`config.mk`:
```
export PLATFORM = sky130hd
export DESIGN_NAME = fp_round_pipe
export DESIGN_NICKNAME = d
export VERILOG_FILES = /design/src/rtl/fp_round_pipe.sv
export SDC_FILE = /design/constraint.sdc
export NUM_CORES = 1
export LEC_CHECK = 0
export CORE_ASPECT_RATIO = 1.1
export CORE_UTILIZATION = 30
export DETAILED_ROUTE_END_ITERATION = 16
export HOLD_SLACK_MARGIN = 0.15
export PLACE_DENSITY = 0.62
export SLEW_MARGIN = 10
export SYNTH_ARGS = -nofsm -noshare
export SYNTH_HDL_FRONTEND = slang
export SYNTH_SLANG_ARGS = --single-unit
export TNS_END_PERCENT = 50
```
`constraint.sdc`:
```
create_clock -name clk -period 3.4 [get_ports clk]
set_input_delay 0.85 -clock clk [delete_from_list [all_inputs] [get_ports clk]]
set_output_delay 0.85 -clock clk [all_outputs]
set_load 0.005 [all_outputs]
```
`src/rtl/fp_round_pipe.sv`:
```
// fp_round_pipe: two-stage rounding pipeline (round decision, then increment/renormalise/overflow) with valid/ready on both sides.
// Ports: clk, rst_n (async active-low); in_valid/in_ready with in_mode, in_sign, in_exp, in_mant, in_guard, in_sticky;
//        out_valid/out_ready with out_sign, out_exp, out_mant, out_inexact, out_ovf.
module fp_round_pipe #(
  parameter int MANT_W = 24,
  parameter int EXP_W  = 10
) (
  input  logic              clk,
  input  logic              rst_n,
  input  logic              in_valid,
  output logic              in_ready,
  input  logic [2:0]        in_mode,
  input  logic              in_sign,
  input  logic [EXP_W-1:0]  in_exp,
  input  logic [MANT_W-1:0] in_mant,
  input  logic              in_guard,
  input  logic              in_sticky,
  output logic              out_valid,
  input  logic              out_ready,
  output logic              out_sign,
  output logic [EXP_W-1:0]  out_exp,
  output logic [MANT_W-1:0] out_mant,
  output logic              out_inexact,
  output logic              out_ovf
);
  logic              r_v1, r_sign1, r_inc1, r_inx1;
  logic [EXP_W-1:0]  r_exp1;
  logic [MANT_W-1:0] r_mant1;
  logic              r_v2, r_sign2, r_inx2, r_ovf2;
  logic [EXP_W-1:0]  r_exp2;
  logic [MANT_W-1:0] r_mant2;
  logic              w_adv2, w_inx, w_rne, w_inc, w_ovf;
  logic [MANT_W:0]   w_sum;
  logic [EXP_W:0]    w_exp_r;
  logic [MANT_W-1:0] w_mant;
  logic [EXP_W-1:0]  w_exp;
  assign w_adv2   = !r_v2 | out_ready;
  assign in_ready = !r_v1 | w_adv2;
  always_comb begin
    w_inx = in_guard | in_sticky;
    w_rne = in_guard & (in_sticky | in_mant[0]);
    // modes 6 and 7 fall through to round-to-nearest-even
    w_inc = (in_mode == 3'd1) ? 1'b0 :
            (in_mode == 3'd2) ? w_inx & !in_sign :
            (in_mode == 3'd3) ? w_inx & in_sign :
            (in_mode == 3'd4) ? in_guard :
            (in_mode == 3'd5) ? w_inx : w_rne;
  end
  always_comb begin
    w_sum   = {1'b0, r_mant1} + {{MANT_W{1'b0}}, r_inc1};
    // carry-out renormalises by one place and bumps the exponent (one extra bit catches wrap)
    w_exp_r = {1'b0, r_exp1} + {{EXP_W{1'b0}}, w_sum[MANT_W]};
    w_ovf   = w_exp_r >= {1'b0, {EXP_W{1'b1}}};
    w_mant  = w_ovf ? {1'b1, {(MANT_W-1){1'b0}}} :
              w_sum[MANT_W] ? w_sum[MANT_W:1] : w_sum[MANT_W-1:0];
    w_exp   = w_ovf ? {EXP_W{1'b1}} : w_exp_r[EXP_W-1:0];
  end
  always_ff @(posedge clk or negedge rst_n) begin
    if (!rst_n) begin
      r_v1    <= 1'b0;
      r_sign1 <= 1'b0;
      r_inc1  <= 1'b0;
      r_inx1  <= 1'b0;
      r_exp1  <= '0;
      r_mant1 <= '0;
    end else if (in_ready) begin
      r_v1 <= in_valid;
      if (in_valid) begin
        r_sign1 <= in_sign;
        r_inc1  <= w_inc;
        r_inx1  <= w_inx;
        r_exp1  <= in_exp;
        r_mant1 <= in_mant;
      end
    end
  end
  always_ff @(posedge clk or negedge rst_n) begin
    if (!rst_n) begin
      r_v2    <= 1'b0;
      r_sign2 <= 1'b0;
      r_inx2  <= 1'b0;
      r_ovf2  <= 1'b0;
      r_exp2  <= '0;
      r_mant2 <= '0;
    end else if (w_adv2) begin
      r_v2 <= r_v1;
      if (r_v1) begin
        r_sign2 <= r_sign1;
        r_inx2  <= r_inx1;
        r_ovf2  <= w_ovf;
        r_exp2  <= w_exp;
        r_mant2 <= w_mant;
      end
    end
  end
  assign out_valid   = r_v2;
  assign out_sign    = r_sign2;
  assign out_exp     = r_exp2;
  assign out_mant    = r_mant2;
  assign out_inexact = r_inx2;
  assign out_ovf     = r_ovf2;
endmodule

```
### Word level (Yosys, flattened, before mapping)

Index checks and enable logic that the tools add are counted.

| storage, ports and cells | value |
|---|---|
| latch bits | 0 |
| word-level logic and storage cells | 40 |
| input port bits | 44 |
| RAM bits | 0 |
| ROM bits | 0 |
| memories kept | 0 |
| register bits | 76 |
| output and inout port bits | 39 |

| operators by class | value |
|---|---|
| bitwise operators | 7 |
| multiply operators | 0 |
| div/mod/pow operators | 0 |
| mux-type cells | 8 |
| add/subtract/negate cells | 2 |
| equal/unequal tests | 5 |
| reductions and logical operators | 5 |
| magnitude comparators | 1 |
| shift operators | 0 |

Operators by type and width:

| cell | number |
|---|---|
| two-way mux 24 bit | 2 |
| adder 24 x 1 -> 25 bit | 1 |
| adder 10 x 1 -> 11 bit | 1 |
| >= comparator 11 x 10 -> 1 bit, second input constant | 1 |
| two-way mux 10 bit | 1 |
| == test 3 x 2 -> 1 bit, second input constant | 2 |
| == test 3 bit, second input constant | 2 |
| two-way mux 1 bit | 5 |
| bitwise OR 1 bit | 4 |
| AND reduction 2 bit | 2 |
| AND 1 bit | 3 |
| == test 3 x 1 -> 1 bit, second input constant | 1 |
| zero test 1 bit | 3 |

### Depth between registers and ports, before layout

Gate-level depths: netlist of run 1.

| logic depth | value |
|---|---|
| word-level depth | 7 |
| gate-level depth with buffers | 13 |
| depth with buffers taken out | 12 |

### Worst setup path after synthesis of run 1

No wires, ideal clock.

| timing | value |
|---|---|
| path type | register -> register |
| from | register r_inc1 |
| to | register r_exp2[1] (netlist: out_exp[1]) |
| cell stages (with the launch flop) | 14 |
| library setup time | 0.124 ns |
| arrival time | 3.209 ns |
| path buffers | 2 |
| setup slack | 0.067 ns |
| required time | 3.276 ns |
| period minus slack after synthesis | 3.333 ns |
| path through | dfrtp_1 -> ha_1 -> ha_1 -> nand2_1 -> or4_4 -> nor3_4 -> ha_1 -> ha_1 -> nand4_1 -> o311ai_0 -> o32ai_1 -> buf_2 -> buf_2 -> a21oi_1 |

| between the ends | value |
|---|---|
| longest elaborated chain between the ends | 4 |

RTL lines:

| item | line | RTL |
|---|---|---|
| start: declaration | 26 | `logic r_v1, r_sign1, r_inc1, r_inx1;` |
| start signal: assignment | 70 | `r_inc1 <= w_inc;` |
| adder 24 x 1 -> 25 bit * | 50 | `w_sum = {1'b0, r_mant1} + {{MANT_W{1'b0}}, r_inc1};` |
| adder 10 x 1 -> 11 bit * | 52 | `w_exp_r = {1'b0, r_exp1} + {{EXP_W{1'b0}}, w_sum[MANT_W]};` |
| >= comparator 11 x 10 -> 1 bit | 53 | `w_ovf = w_exp_r >= {1'b0, {EXP_W{1'b1}}};` |
| two-way mux 10 bit * | 56 | `w_exp = w_ovf ? {EXP_W{1'b1}} : w_exp_r[EXP_W-1:0];` |
| end signal: assignment | 91 | `r_exp2 <= w_exp;` |
| end: declaration | 30 | `logic [EXP_W-1:0] r_exp2;` |

Every way passes the cells marked *; elsewhere a longest branch is shown, timed or not.
A chain may end at the register's enable or synchronous reset.

### Final worst setup path of run 1

| timing | value |
|---|---|
| from | register r_inc1 |
| to | register r_mant2[2] (netlist: out_mant[2]) |

| between the ends | value |
|---|---|
| longest elaborated chain between the ends | 4 |
| elaborated cells between the ends (all ways) | 5 |
| classes of those cells | 2 x add/sub; 1 x order compare; 2 x mux |

RTL lines:

| item | line | RTL |
|---|---|---|
| adder 24 x 1 -> 25 bit * | 50 |  |
| adder 10 x 1 -> 11 bit | 52 |  |
| >= comparator 11 x 10 -> 1 bit | 53 |  |
| two-way mux 24 bit * | 54 | `w_mant = w_ovf ? {1'b1, {(MANT_W-1){1'b0}}} :` |
| end signal: assignment | 92 | `r_mant2 <= w_mant;` |
| end: declaration | 31 | `logic [MANT_W-1:0] r_mant2;` |

Marks and branches as above.

==> impl_metrics.toml, run 1 <==
[logic_synthesis]
yosysMostFrequentCell = "dfrtp_1"
synth-edff-count = 0
syn-num-nets = 385
syn_inst = 336
ys_warn_count = 0
synthTopCellsByArea = "dfrtp_1 52%, mux2_2 11%, nand2_1 4.5%"
synth_seq_cells = 76
synth.top_cell.area_share_pct = 52.2
yosysUniqueCellTypes = 46
syn_area_per_cell_sq_um = 10.8
synthTopCellsByCount = "76 x dfrtp_1, 44 x nand2_1, 36 x mux2_2"
async_reset_ff_share_pct = 100
synth_top_cell_by_area = "dfrtp_1"
netlist_area_sq_um = 3640
ys_seq_area_share_pct = 52.2
ys.flop_type = "dfrtp_1"

[clock_network]
cts_root_buf = "clkbuf_16"
cts_sinks = 76
cts_buffer_depth = 2
cts_made_buffers = 9
clkTransAtPathRegs_ns = 0.06
cts_tree = "done"
htreeDepth = 3
clk_latency_ns = 0.33

[sta]
fin_skew_ns = 0.00608
fin_crit_sh_pct = 94.2
rsz0062_at_grt = "no"
timing.hold.ws_ns = 0.464
finalHoldViolCount = 0
maxSlewViolCount = 0
worstMarginPinSlew_ns = 0.968
maxSlewHeadroom_pct = 35.5
min_period_ns = 3.20
layout_setup_ws_ns = 0.196
max_freq_mhz = 312
setup_viol = 0

[layout]
instances_no_fill = 585
drive_gt1_share_pct = 17.5
n_antenna_cell = 0
syn_to_final_growth_pct = 38.3
utilization_pct = 43.3
num-nets-final = 479

[setup_path]
arrival_ns = 3.43
worst-setup-path-type = "flop to flop"
crit_fanout = 6
end_kind = "flop"
crit_path_start_kind = "flop"
crit_required_ns = 3.62

[power]
leakagePower_nw = 2.07
power.density_nw_per_um2 = 584
max-vdd-ir-drop_v = 0.000275

[grt]
antenna_found_initial = 0
grt_max_degree = 77
grt_pass1_vias = 2844
grt_overflow = 0
grt_pass1_wl_microns = 14200
grt_util_all_layers_pct = 14.6

[run_status]
status = "complete, no violations"

[detailed_routing]
firstDrtPassIters = 4
drt_iter0_markers = 146
wl_per_cell_microns = 14.7
antenna_left = 0
viasPerCell = 4.90
drc = 0
routed_wirelength_microns = 8580
via_count = 2866

[place]
place_ws_ns = -0.0255
dp_hpwl_microns = 6240
gp_congestion = 0.774
dp_cells = 566
io_buffer_count = 82

[floorplan]
dieArea_sq_um = 12600
core_sq_um = 11600
rows = 41
die_x_microns = 107
fp.dieH_microns = 118
initial_core_util_pct = 31.3
ioPinCount = 83

[min_path]
min_path_type = "flop to flop"

[run]
cap_violations = 0
[routing by layer]
metal,GRT usage (%),up-vias,part of all wire [%]
met5,0,-,0
met4,5.91,0,1.6
met3,3.16,11,3.8
met1,19.2,1397,46
met2,23.2,66,49
li1,-,1392,-
[worst max-delay path, stage by stage, from the launching register on]
cell,delay [ns]
dfrtp_1,0.35
ha_1,0.19
ha_1,0.18
nand2_1,0.10
or4_4,0.55
nor3_4,0.21
buf_4,0.14
ha_1,0.19
nand3_1,0.16
nor4_2,0.30
o32ai_2,0.15
buf_4,0.17
buf_4,0.13
buf_4,0.14
o21ai_0,0.08
nand2_1,0.07
[metrics by stage]
stage	total power [mW]	instance area (sq um)	TNS, ns
floorplan	1.52	3640	0
global placement	1.92	4680	0
detailed placement	1.93	4680	-0.0255
CTS	2.97	5020	0
global route	3.10	5040	0
finish	2.94	5040	0
[cell usage in the layout, fill, tap and decap left out, types with 3 or more instances in the layout]
master	netlist	final
a21oi_1	11	11
nand2b_1	4	4
and3_1	7	7
nor3_1	5	5
xnor2_1	15	15
o21ai_1	10	10
a22o_1	4	4
a31oi_1	3	3
ha_1	5	5
mux2_2	36	36
clkbuf_16	0	9
clkdlybuf4s50_1	0	81
dfrtp_1	76	76
xor2_1	11	11
buf_4	1	13
nor2_1	22	22
nand2_1	44	44
o21ai_0	10	10
nand3_1	13	13
nand4_1	10	10
nor4_1	5	3
inv_1	5	5
[registers in the layout, indices dropped and copies added, names as in the netlist]
register,count
out_mant,24
out_exp,10
out_ovf,1
out_valid,1
r_exp1,10
r_v1,1
r_sign1,1
r_inc1,1
out_sign,1
r_mant1,24
r_inx1,1
out_inexact,1
[layout make-up]
class                   count  area [sq um]
clock inverters             6          87.6
fillers                  1146          6610
flip-flops and latches     76          1900
multi-input cells         244          1690
clock buffers              10           239
inverters                   5          18.8
repair buffers             94           908
well taps                 150           188
[timing repair]
item | CTS | global route
buffers inserted | 3 | 0
pin swaps | 1 | 2
resized for setup | 0 | 3
setup endpoints to repair | 1 | 23
hold buffers | 0 | 0
[power by group]
part / switching (mW) / internal [mW] / leakage (nW)
registers: 0.158 / 1.08 / 0.887
clock network: 0.365 / 0.662 / 0.162
logic: 0.257 / 0.415 / 1.02
total: 0.780 / 2.16 / 2.07
[path summary, 6_finish.rpt]
path,startpoint,endpoint,slack (ns),cells after the start
max,r_inc1$_DFFE_PN0P_,out_mant[2]$_DFFE_PN0P_,0.20,15
min,r_inx1$_DFFE_PN0P_,out_inexact$_DFFE_PN0P_,0.46,2
max reg2reg,r_inc1$_DFFE_PN0P_,out_mant[2]$_DFFE_PN0P_,0.20,15
min reg2reg,r_inx1$_DFFE_PN0P_,out_inexact$_DFFE_PN0P_,0.46,2
max in group asynchronous,rst_n,out_mant[23]$_DFFE_PN0P_,2.09,1
min in group asynchronous,rst_n,r_exp1[8]$_DFFE_PN0P_,0.64,1
[cell families after synthesis]
family	after synthesis	share of synthesized area, %
DFF	76	52.2
AOI/OAI and AO/OA	52	9.34
adders and majority gates	5	1.72
muxes	37	11.4
xor gates and xnor gates	26	6.25
and+or+nand+nor	124	17.2
buffers and inverters	16	1.85
No activity file was read; power rests on OpenSTA's default activity.
==> run 2, diff against run 1 <==
--- a/config.mk
+++ b/config.mk
@@ -5,7 +5,8 @@
 export SDC_FILE = /design/constraint.sdc
 export NUM_CORES = 1
 export LEC_CHECK = 0
-export CORE_ASPECT_RATIO = 1.1
+export CORE_ASPECT_RATIO = 0.6
+export CORE_MARGIN = 1.5
 export CORE_UTILIZATION = 30
 export DETAILED_ROUTE_END_ITERATION = 16
 export HOLD_SLACK_MARGIN = 0.15
==> impl_metrics.toml, run 2 (synthesis gave the netlist of run 1 again) <==
[setup_path]
worst-setup-path-type = "flop to flop"
reg2regPathDepth = 13
crit_fanout = 6
end_kind = "flop"
r2r_setup_slack_ns = 0.15
rr_endpoint = "out_mant[23]$_DFFE_PN0P_"
arrival_ns = 3.47
crit_required_ns = 3.62
cp-startpoint = "r_inc1$_DFFE_PN0P_"
crit_path_start_kind = "flop"
endpoint = "out_mant[23]$_DFFE_PN0P_"
r2r_start = "r_inc1$_DFFE_PN0P_"

[grt]
grt_pass1_vias = 2934
grt_util_all_layers_pct = 15.7
grt_overflow = 0
grt_max_degree = 77
grt_pass1_wl_microns = 15600
antenna_found_initial = 0

[floorplan]
core_sq_um = 11600
fp.dieH_microns = 88.4
dieArea_sq_um = 12800
die_x_microns = 145
rows = 30
initial_core_util_pct = 31.5
ioPinCount = 83

[sta]
max_freq_mhz = 307
fin_skew_ns = 0.00442
timing.hold.ws_ns = 0.464
setup_viol = 0
fin_crit_sh_pct = 95.7
worstMarginPinSlew_ns = 0.997
maxSlewViolCount = 0
maxSlewHeadroom_pct = 33.5
setup_tns_ns = 0
min_period_ns = 3.25
finalHoldViolCount = 0

[layout]
fillCellCount = 1131
final_common_cell = "clkdlybuf4s50_1"
fin_area_sq_um = 5010
syn_to_final_growth_pct = 37.5
layout_common_cells = "81 x clkdlybuf4s50_1, 76 x dfrtp_1, 44 x nand2_1, 36 x mux2_2, 22 x nor2_1"
drive_gt1_share_pct = 17.1
num-nets-final = 478
n_antenna_cell = 0

[run_status]
status = "complete, no violations"

[detailed_routing]
firstDrtPassIters = 4
viasPerCell = 4.87
via_count = 2889
routed_wirelength_microns = 9520
drc = 0
antenna_left = 0
wl_per_cell_microns = 16.1
drt_iter0_markers = 185

[power]
leakagePower_nw = 2.05
p_total_mw = 2.85
power.density_nw_per_um2 = 568
max-vdd-ir-drop_v = 0.000270

[clock_network]
cts_sinks = 76
cts_made_buffers = 9
cts_buffer_depth = 2
cts_tree = "done"
clkTransAtPathRegs_ns = 0.06
htreeDepth = 3
cts_root_buf = "clkbuf_16"
clk_latency_ns = 0.33

[place]
gp_congestion = 0.780
dp_hpwl_microns = 6930
place_area_sq_um = 4680
io_buffer_count = 82

[min_path]
min_path_type = "flop to flop"

[run]
cap_violations = 0
[run 2: cell types whose count changed in the layout (fill, tap and decap cells not counted), sizes merged]
cell / delta
buf: -2
o31ai: +1
clkinv: -3
bufinv: -2
clkbuf: +4
[run 2: routing by layer]
layer	global-route usage (%)	wire (microns)	up-vias
met3	5.05	596	7
met4	3.90	56	0
met2	22.7	3930	76
met1	22.7	4940	1410
li1	-	-	1396
met5	0	0	-
[run 2: how the worst min path moves through the flow]
stage / start / endpoint / slack [ns] / depth (start not counted)
CTS: out_mant[6]$_DFFE_PN0P_ / out_mant[6]$_DFFE_PN0P_ / 0.47 / 2
finish: out_mant[6]$_DFFE_PN0P_ / out_mant[6]$_DFFE_PN0P_ / 0.46 / 2
floorplan: r_sign1$_DFFE_PN0P_ / out_sign$_DFFE_PN0P_ / 0.43 / 2
global placement: r_inx1$_DFFE_PN0P_ / out_inexact$_DFFE_PN0P_ / 0.45 / 2
global route: out_mant[6]$_DFFE_PN0P_ / out_mant[6]$_DFFE_PN0P_ / 0.48 / 2
detailed placement: out_mant[6]$_DFFE_PN0P_ / out_mant[6]$_DFFE_PN0P_ / 0.46 / 2
[run 2: where the power goes]
part	internal, mW	total, mW	switching (mW)
sequential	1.08	1.24	0.158
combinational	0.415	0.686	0.271
clock	0.569	0.919	0.350
total	2.07	2.85	0.779
[run 2: layout make-up]
class	instances	area, sq um	share of cell area (%)
clock buffer	14	284	5.67
clock inverter	1	5.00	0.0999
inverter	5	18.8	0.375
multi-input combinational	245	1710	34.1
sequential	76	1900	38.0
tap	160	200	4.00
timing repair buffer	92	893	17.8
[run 2: critical path, cell delays in order, from the launching register on]
cell      delay [ns]
dfrtp_1         0.35
ha_2            0.20
ha_1            0.16
nand2_1         0.10
or4_4           0.55
nor3_4          0.27
ha_1            0.20
ha_1            0.25
nand2_1         0.13
o311ai_2        0.12
o32ai_2         0.29
buf_4           0.20
o31ai_4         0.11
o22a_1          0.20
[run 2: repair_timing]
action                     CTS  global route
setup endpoints to repair    1            23
setup buffers                1             1
pin swaps                    2             2
hold buffers                 0             0
cloned                       0             1
gates resized for setup      1             4
[run 2: through the flow]
stage                     setup slack, ns  std cells  util, %
after CTS                          0.0640        591     43.1
after floorplan                    0.0672        336        -
after global placement              0.199        575     40.5
final                               0.146        593     43.3
after global routing             -0.00262        593     43.3
after detailed placement          0.00225        575     40.5
==> run 3, diff against run 2 <==
--- a/config.mk
+++ b/config.mk
@@ -8,8 +8,10 @@
 export CORE_ASPECT_RATIO = 0.6
 export CORE_MARGIN = 1.5
 export CORE_UTILIZATION = 30
+export CTS_BUF_LIST = sky130_fd_sc_hd__clkbuf_8 sky130_fd_sc_hd__clkbuf_16
 export DETAILED_ROUTE_END_ITERATION = 16
 export HOLD_SLACK_MARGIN = 0.15
+export MAX_ROUTING_LAYER = met4
 export PLACE_DENSITY = 0.62
 export SLEW_MARGIN = 10
 export SYNTH_ARGS = -nofsm -noshare
==> impl_metrics.toml, run 3 (synthesis gave the netlist of run 1 again) <==
[run_status]
status = "complete, no violations"

[floorplan]
dieArea_sq_um = 12800
initial_core_util_pct = 31.5
die_x_microns = 145
core_sq_um = 11600
ioPinCount = 83
rows = 30
fp.dieH_microns = 88.4

[clock_network]
cts_tree = "done"
htreeDepth = 3
clkTransAtPathRegs_ns = 0.06
cts_root_buf = "clkbuf_16"
cts_made_buffers = 9
cts_buffer_depth = 2
cts_sinks = 76
ctsHoldBuffers = 0
clk_latency_ns = 0.33

[power]
p_int_mw = 2.06
comb_power_share_pct = 24.1
power_frac_seq_pct = 43.6
netSwitchingFraction_pct = 27.4
power.density_nw_per_um2 = 568
p_switching_mw = 0.780
leakagePower_nw = 2.05
p_clk_share_pct = 32.3
max-vdd-ir-drop_v = 0.000270

[grt]
antenna_found_initial = 0
grt_max_degree = 77
grt_overflow = 0
grt_pass1_vias = 2939
grt_pass1_wl_microns = 15600
grt_util_all_layers_pct = 16.3

[place]
dp_hpwl_microns = 6930
gp_congestion = 0.791
place_area_sq_um = 4680
io_buffer_count = 82

[min_path]
min_path_type = "flop to flop"

[layout]
multi_input_area_sq_um = 1700
num-nets-final = 478
seqCellArea_sq_um = 1900
fin_area_sq_um = 5000
layout_common_cells = "81 x clkdlybuf4s50_1, 76 x dfrtp_1, 44 x nand2_1, 36 x mux2_2, 22 x nor2_1"
fillCellCount = 1131
n_antenna_cell = 0
drive_gt1_share_pct = 16.9
utilization_pct = 43.3
final_common_cell = "clkdlybuf4s50_1"
syn_to_final_growth_pct = 37.3

[sta]
timing.hold.ws_ns = 0.464
maxSlewHeadroom_pct = 34.5
maxSlewViolCount = 0
fin_crit_sh_pct = 95.8
max_freq_mhz = 307
fin_skew_ns = 0.00421
finalHoldViolCount = 0
setup_viol = 0
setup_tns_ns = 0
min_period_ns = 3.26
worstMarginPinSlew_ns = 0.982

[detailed_routing]
via_count = 2882
routed_wirelength_microns = 9520
wl_per_cell_microns = 16.1
viasPerCell = 4.86
firstDrtPassIters = 4
drc = 0
drt_iter0_markers = 213
antenna_left = 0

[run]
cap_violations = 0

[setup_path]
arrival_ns = 3.48
crit_required_ns = 3.62
worst-setup-path-type = "flop to flop"
crit_path_start_kind = "flop"
crit_fanout = 7
end_kind = "flop"
## run 3: worst max-delay path, stage by stage (launching register included)
cell and delay, ns:
dfrtp_1 0.35, ha_2 0.20, ha_1 0.16, nand2_1 0.10, or4_4 0.55, nor3_4 0.26, ha_1 0.19, ha_1 0.16
nand2_1 0.09, o311ai_1 0.38, o32ai_2 0.15, buf_4 0.19, buf_4 0.16, a32o_1 0.21
## run 3: worst paths after layout
check	from	end	slack (ns)	cells past startpoint
worst min-delay path	out_mant[6]$_DFFE_PN0P_	out_mant[6]$_DFFE_PN0P_	0.46	2
worst max register to register	r_inc1$_DFFE_PN0P_	out_mant[14]$_DFFE_PN0P_	0.14	13
worst min register to register	out_mant[6]$_DFFE_PN0P_	out_mant[6]$_DFFE_PN0P_	0.46	2
max in group asynchronous	rst_n	r_mant1[10]$_DFFE_PN0P_	2.09	1
min in group asynchronous	rst_n	out_sign$_DFFE_PN0P_	0.68	1
worst max-delay path	r_inc1$_DFFE_PN0P_	out_mant[14]$_DFFE_PN0P_	0.14	13
## run 3: stage by stage
| step | power [mW] | cells | setup slack [ns] |
|---|---|---|---|
| 2_1_floorplan | 1.52 | 336 | 0.0672 |
| 3_3_place_gp | 1.93 | 575 | 0.199 |
| 3_5_place_dp | 1.95 | 575 | 0.00225 |
| 4_1_cts | 2.88 | 591 | 0.0640 |
| 5_1_grt | 3.01 | 593 | -0.00428 |
| 6_report | 2.84 | 593 | 0.142 |
## run 3: metal layers
metal	GRT usage, %	vias to the layer above	routed length, microns
met1	22.9	1413	5050
met2	22.8	73	3920
met3	4.79	6	502
met4	3.90	0	51
met5	-	-	0
li1	-	1390	-
## run 3: timing repair
action,in CTS,in global routing
resized for setup,1,3
endpoints found under the setup margin,1,24
cloned,0,1
setup buffers,1,1
pin swaps,2,2
## run 3: layout make-up
class                      instances  area share (%)
inverter                           5           0.375
sequential                        76            38.0
clock buffer                      13            5.60
multi-input combinational        245            34.0
timing repair buffer              92            17.9
tap                              160            4.00
clock inverter                     2           0.175
## run 3: power by group through the flow
| stage | sequential [mW] | combinational, mW | clock [mW] |
|---|---|---|---|
| 6_report | 1.24 | 0.684 | 0.917 |
| 5_1_grt | 1.27 | 0.755 | 0.981 |
| 4_1_cts | 1.24 | 0.693 | 0.941 |
| 3_5_place_dp | 1.26 | 0.687 | 0 |
| 3_3_place_gp | 1.25 | 0.673 | 0 |
| 2_1_floorplan | 1.23 | 0.294 | 0 |
